===== src/rtl/ppl_stage_buf.sv =====
// Elastic pipeline stage buffer: DEPTH-entry circular queue with valid/ready handshake plus stall/flush.
// Optional performance counters are enabled with the PPL_STAGE_PERF_EN macro.
module ppl_stage_buf #(
  parameter int CTRL_W = 24,
  parameter int DATA_W = 129,
  parameter int DEPTH  = 2
) (
  input  logic                         clk,
  input  logic                         rst,
  input  logic                         stall,
  input  logic                         flush,
  input  logic                         in_valid,
  output logic                         in_ready,
  input  logic [CTRL_W-1:0]            in_ctrl,
  input  logic [DATA_W-1:0]            in_data,
  output logic                         out_valid,
  input  logic                         out_ready,
  output logic [CTRL_W-1:0]            out_ctrl,
  output logic [DATA_W-1:0]            out_data,
  output logic [$clog2(DEPTH+1)-1:0]   occupancy,
  output logic [31:0]                  perf_stall_cnt,
  output logic [31:0]                  perf_flush_cnt
);

  localparam int PTR_W = (DEPTH > 1) ? $clog2(DEPTH) : 1;
  localparam int CNT_W = $clog2(DEPTH + 1);
  localparam logic [CNT_W-1:0] DEPTH_C  = CNT_W'(DEPTH);
  localparam logic [PTR_W-1:0] LAST_PTR = PTR_W'(DEPTH - 1);

  logic [CTRL_W-1:0] ctrl_mem [DEPTH];
  logic [DATA_W-1:0] data_mem [DEPTH];
  logic [PTR_W-1:0]  rd_ptr;
  logic [PTR_W-1:0]  wr_ptr;
  logic [CNT_W-1:0]  count;
  logic              full;
  logic              push;
  logic              pop;

  function automatic logic [PTR_W-1:0] ptr_inc(input logic [PTR_W-1:0] p);
    return (p == LAST_PTR) ? '0 : p + PTR_W'(1);
  endfunction

  // Ready is derived only from local state so no combinational path runs from out_ready.
  assign full      = (count == DEPTH_C);
  assign in_ready  = !full && !stall && !flush;
  assign out_valid = (count != '0);
  assign push      = in_valid && in_ready;
  assign pop       = out_valid && out_ready && !stall && !flush;
  assign out_ctrl  = out_valid ? ctrl_mem[rd_ptr] : '0;
  assign out_data  = data_mem[rd_ptr];
  assign occupancy = count;

  always_ff @(posedge clk or posedge rst) begin
    if (rst) begin
      rd_ptr <= '0;
      wr_ptr <= '0;
      count  <= '0;
    end else if (flush) begin
      rd_ptr <= '0;
      wr_ptr <= '0;
      count  <= '0;
    end else if (!stall) begin
      if (push) wr_ptr <= ptr_inc(wr_ptr);
      if (pop)  rd_ptr <= ptr_inc(rd_ptr);
      case ({push, pop})
        2'b10:   count <= count + CNT_W'(1);
        2'b01:   count <= count - CNT_W'(1);
        default: count <= count;
      endcase
    end
  end

  // The arrays survive flush; out_ctrl is masked by out_valid instead.
  always_ff @(posedge clk or posedge rst) begin
    if (rst) begin
      for (int i = 0; i < DEPTH; i++) begin
        ctrl_mem[i] <= '0;
        data_mem[i] <= '0;
      end
    end else if (push) begin
      ctrl_mem[wr_ptr] <= in_ctrl;
      data_mem[wr_ptr] <= in_data;
    end
  end

`ifdef PPL_STAGE_PERF_EN
  logic [31:0] stall_cnt;
  logic [31:0] flush_cnt;
  logic [32:0] flush_sum;

  assign flush_sum = {1'b0, flush_cnt} + 33'(count) + 33'(in_valid);

  always_ff @(posedge clk or posedge rst) begin
    if (rst) begin
      stall_cnt <= '0;
      flush_cnt <= '0;
    end else begin
      if (in_valid && !in_ready && (stall_cnt != '1))
        stall_cnt <= stall_cnt + 32'd1;
      if (flush)
        flush_cnt <= flush_sum[32] ? '1 : flush_sum[31:0];
    end
  end

  assign perf_stall_cnt = stall_cnt;
  assign perf_flush_cnt = flush_cnt;
`else
  assign perf_stall_cnt = '0;
  assign perf_flush_cnt = '0;
`endif

endmodule


===== config.mk =====
export PLATFORM = sky130hd
export DESIGN_NAME = ppl_stage_buf
export DESIGN_NICKNAME = d
export VERILOG_FILES = /design/src/rtl/ppl_stage_buf.sv
export SDC_FILE = /design/constraint.sdc
export NUM_CORES = 1
export LEC_CHECK = 0
export BUFFER_PORTS_ARGS = -buffer_cell sky130_fd_sc_hd__buf_2
export CORE_ASPECT_RATIO = 1.2
export CORE_UTILIZATION = 35
export CTS_BUF_LIST = sky130_fd_sc_hd__clkbuf_8
export DETAILED_ROUTE_END_ITERATION = 6
export PLACE_DENSITY = 0.55
export RECOVER_POWER = 25
export SYNTH_ARGS = -nofsm -noshare
export SYNTH_HDL_FRONTEND = slang
export SYNTH_SLANG_ARGS = --single-unit

===== constraint.sdc =====
create_clock -name clk -period 12 [get_ports clk]
set_input_delay 3 -clock clk [delete_from_list [all_inputs] [get_ports clk]]
set_output_delay 3 -clock clk [all_outputs]
set_load 0.01 [all_outputs]

==> impl_results.md <==
- Status: complete, but fails checks
- Failing checks: max-capacitance violations, max-slew violations
- Relative slew slack: -286%
- Yosys top cell by area: dfrtp_1
- Total Routed Length: between 30 and 40 mm
- Setup violators final: 0
- Crit Path Category: primary input to async pin
- Area growth syn-to-layout: 19.2%
- Lkg Pwr: 8.16 nW
- Count leader, synth: mux2_2
- Sequential fraction of the synthesis area: 54.8%
- 1st-pass router iterations: 4
- # Max-Cap Violations: 3
- Core Region: 39,800 um^2
- Max-slew violations: roughly 210
- CTS tree: built
- Post-Synthesis Cell Area: between 10,000 and 15,000 um^2
- PortBufs: 315
- R2R cell count: 4
- Hold depth: 1
- Crit Path Max Fanout: 128
- Fmax: 135 MHz
- Vias in the first global route: 9,013
- Critical Path End Type: async pin
- Top cells by area, synth: dfrtp_1 55%, mux2_2 30%, mux2_4 6.3%
- Worst Path Arrival: slightly above 8 ns
- R2R setup slack: 7.88 ns
- Post-synthesis compound-gate area fraction: 0.336%
- Routed WL per cell: 17.1 um
- Vias per Instance: between 4 and 5
- Max clock buf depth: 3
- EDFF count, synth: 0
- CP required: 12.66 ns
- # IOs: 380
- H-tree Lvls: 2
- Clock Tree Root: clkbuf_8
- # hold bufs at CTS: 0
- Tmin final: 7.43 ns
- Die Y: 222 um
- Placement-stage cell area: 16,000 um^2
- Syn avg cell area: ~15 um^2
- Synth top area share: 54.8%
- Fin crit share: 61.9%
- Distinct cell type count after synthesis: 24
- CTS Sinks: 310
- Congestion Overflow GR: 0
- PD cells: 171 nW/um^2
- Final antenna-violating net count: 0
- Post-route design area: 16,900 um^2
- TNS Setup: 0 ns
- Mapped Cells: 938
- DRC Markers: 0
- Post-Synth Adder-Cell Area: 0%
- Mux share of post-synthesis cell area: a little under two fifths
- Cts repair resizes: 0
- First-pass GRT wire length: slightly below 50 mm
- # rows: 80
- Number of buffers created by CTS: 54
- Total track usage: around 15%
- Seq cells post-synth: 310
- Final Hold Violating Endpoints: 0
- Synth Area in Simple Gates: 1.25%
- GPL Wtd Cong: 0.693
- Top FF cell, synth: dfrtp_1
- Max VDD drop: 0.0849 mV
- Synth warn: 0
- Most common library cells after synthesis: 376 x mux2_2, 310 x dfrtp_1, 64 x buf_4
- Final HPWL DP: 20.1 mm
- Die area: 41,200 um^2
- Postcts setup bufs: 0
- Hold Path Class: flop to flop
- Largest family of logic cells by synthesized area: multiplexers
- Worst Tran Pin Value: roughly 5.8 ns
- Synth Area in XOR/XNOR: 0.0619%
- Iteration-0 DRC Markers: 252
- Worst-Skew Late Latency: 0.61 ns
- Largest net degree at the start of global routing: 129
- Initial antenna violation count: 10
- Final Skew: 0.0399 ns
- FFs w/ async S/R, synth: 100%
- RSZ-0062 raised after global routing: no
- CP Launch Type: primary input
- Starting Density: 35.5%
- Vias: 8,470
- Clock transition at path regs: 0.06 ns
- Layout Nets: between 1,000 and 1,500
- Fraction of final layout cells sized beyond drive strength 1: 62.6%
- Die width: 186 um
[placed cells by master, fill, tap and decap left out]
cell type,Yosys,final
dfrtp_4,0,1
o21ai_0,2,2
nor2_2,0,1
inv_1,3,19
clkbuf_1,19,2
or3_1,2,2
dfrtp_1,310,309
clkinvlp_2,0,1
bufinv_16,0,1
buf_4,64,10
nor3_1,1,1
diode_2,0,6
clkinv_2,0,3
mux2_1,0,21
o32ai_1,1,1
conb_1,1,64
clkbuf_8,0,63
o41ai_1,1,1
buf_2,27,313
mux2i_1,25,25
nor2_1,27,26
mux2_4,59,38
a21oi_1,4,4
nand2b_1,3,3
xnor2_1,1,1
or4b_1,1,1
nor2b_2,1,1
clkinvlp_4,0,1
nor4bb_1,1,1
mux2_2,376,376
and4b_1,1,1
[routing by layer]
layer	GRT usage (%)	routed length (um)	vias up
met5	0	67	-
met4	6.40	802	8
met3	5.92	2740	58
met2	24.5	15100	280
met1	18.4	12700	4276
li1	-	-	3848
[kinds of logic after synthesis]
logic type | after synthesis
multiplexers | 460
AND/OR/NAND/NOR | 37
buffers and inverters | 121
XOR/XNOR | 1
AO/OA/AOI/OAI | 8
flip-flops | 310
other | 1
[state kept, by name (all words and copies together) (netlist names)]
| register | flops |
|---|---|
| ctrl_mem | 48 |
| wr_ptr | 1 |
| data_mem | 258 |
| rd_ptr | 1 |
| occupancy | 2 |
[critical path, stage by stage]
cell and delay [ns]:
buf_2 0.10, clkinvlp_2 3.18, buf_4 1.03, buf_4 0.70
[stage by stage]
stage	total power, mW	util, %	hold WS (ns)	worst slack, ns	instances
5_1_grt	3.06	42.3	0.511	3.46	1830
6_report	2.89	42.3	0.496	4.57	1832
2_1_floorplan	1.81	-	0.475	0.427	1001
3_3_place_gp	2.00	40.0	0.482	5.52	1741
4_1_cts	2.96	42.5	0.502	5.53	1826
3_5_place_dp	2.02	40.0	0.490	5.54	1741
[final timing paths]
kind / startpoint / endpoint
worst max-delay path: rst / data_mem[247]
worst min-delay path: ctrl_mem[35] / ctrl_mem[35]
worst max register to register: occupancy[1] / data_mem[8]
worst min register to register: ctrl_mem[35] / ctrl_mem[35]
max in group clk: stall / in_ready
min in group asynchronous: rst / data_mem[159]
[cell type report]
cell class,count,area (um^2)
fillers,3880,23000
flip-flops and latches,310,7760
multi-input cells,570,5770
repair buffers,325,1650
clock buffers,63,867
well taps,533,667
clock inverters,22,116
diodes,6,15.0
inverters,3,12.5
[power breakdown]
| group | total [mW] | internal [mW] | switching, mW |
|---|---|---|---|
| clock network | 0.906 | 0.489 | 0.417 |
| registers | 1.37 | 1.26 | 0.102 |
| logic | 0.616 | 0.354 | 0.262 |
No activity file was read; power rests on OpenSTA's default activity.
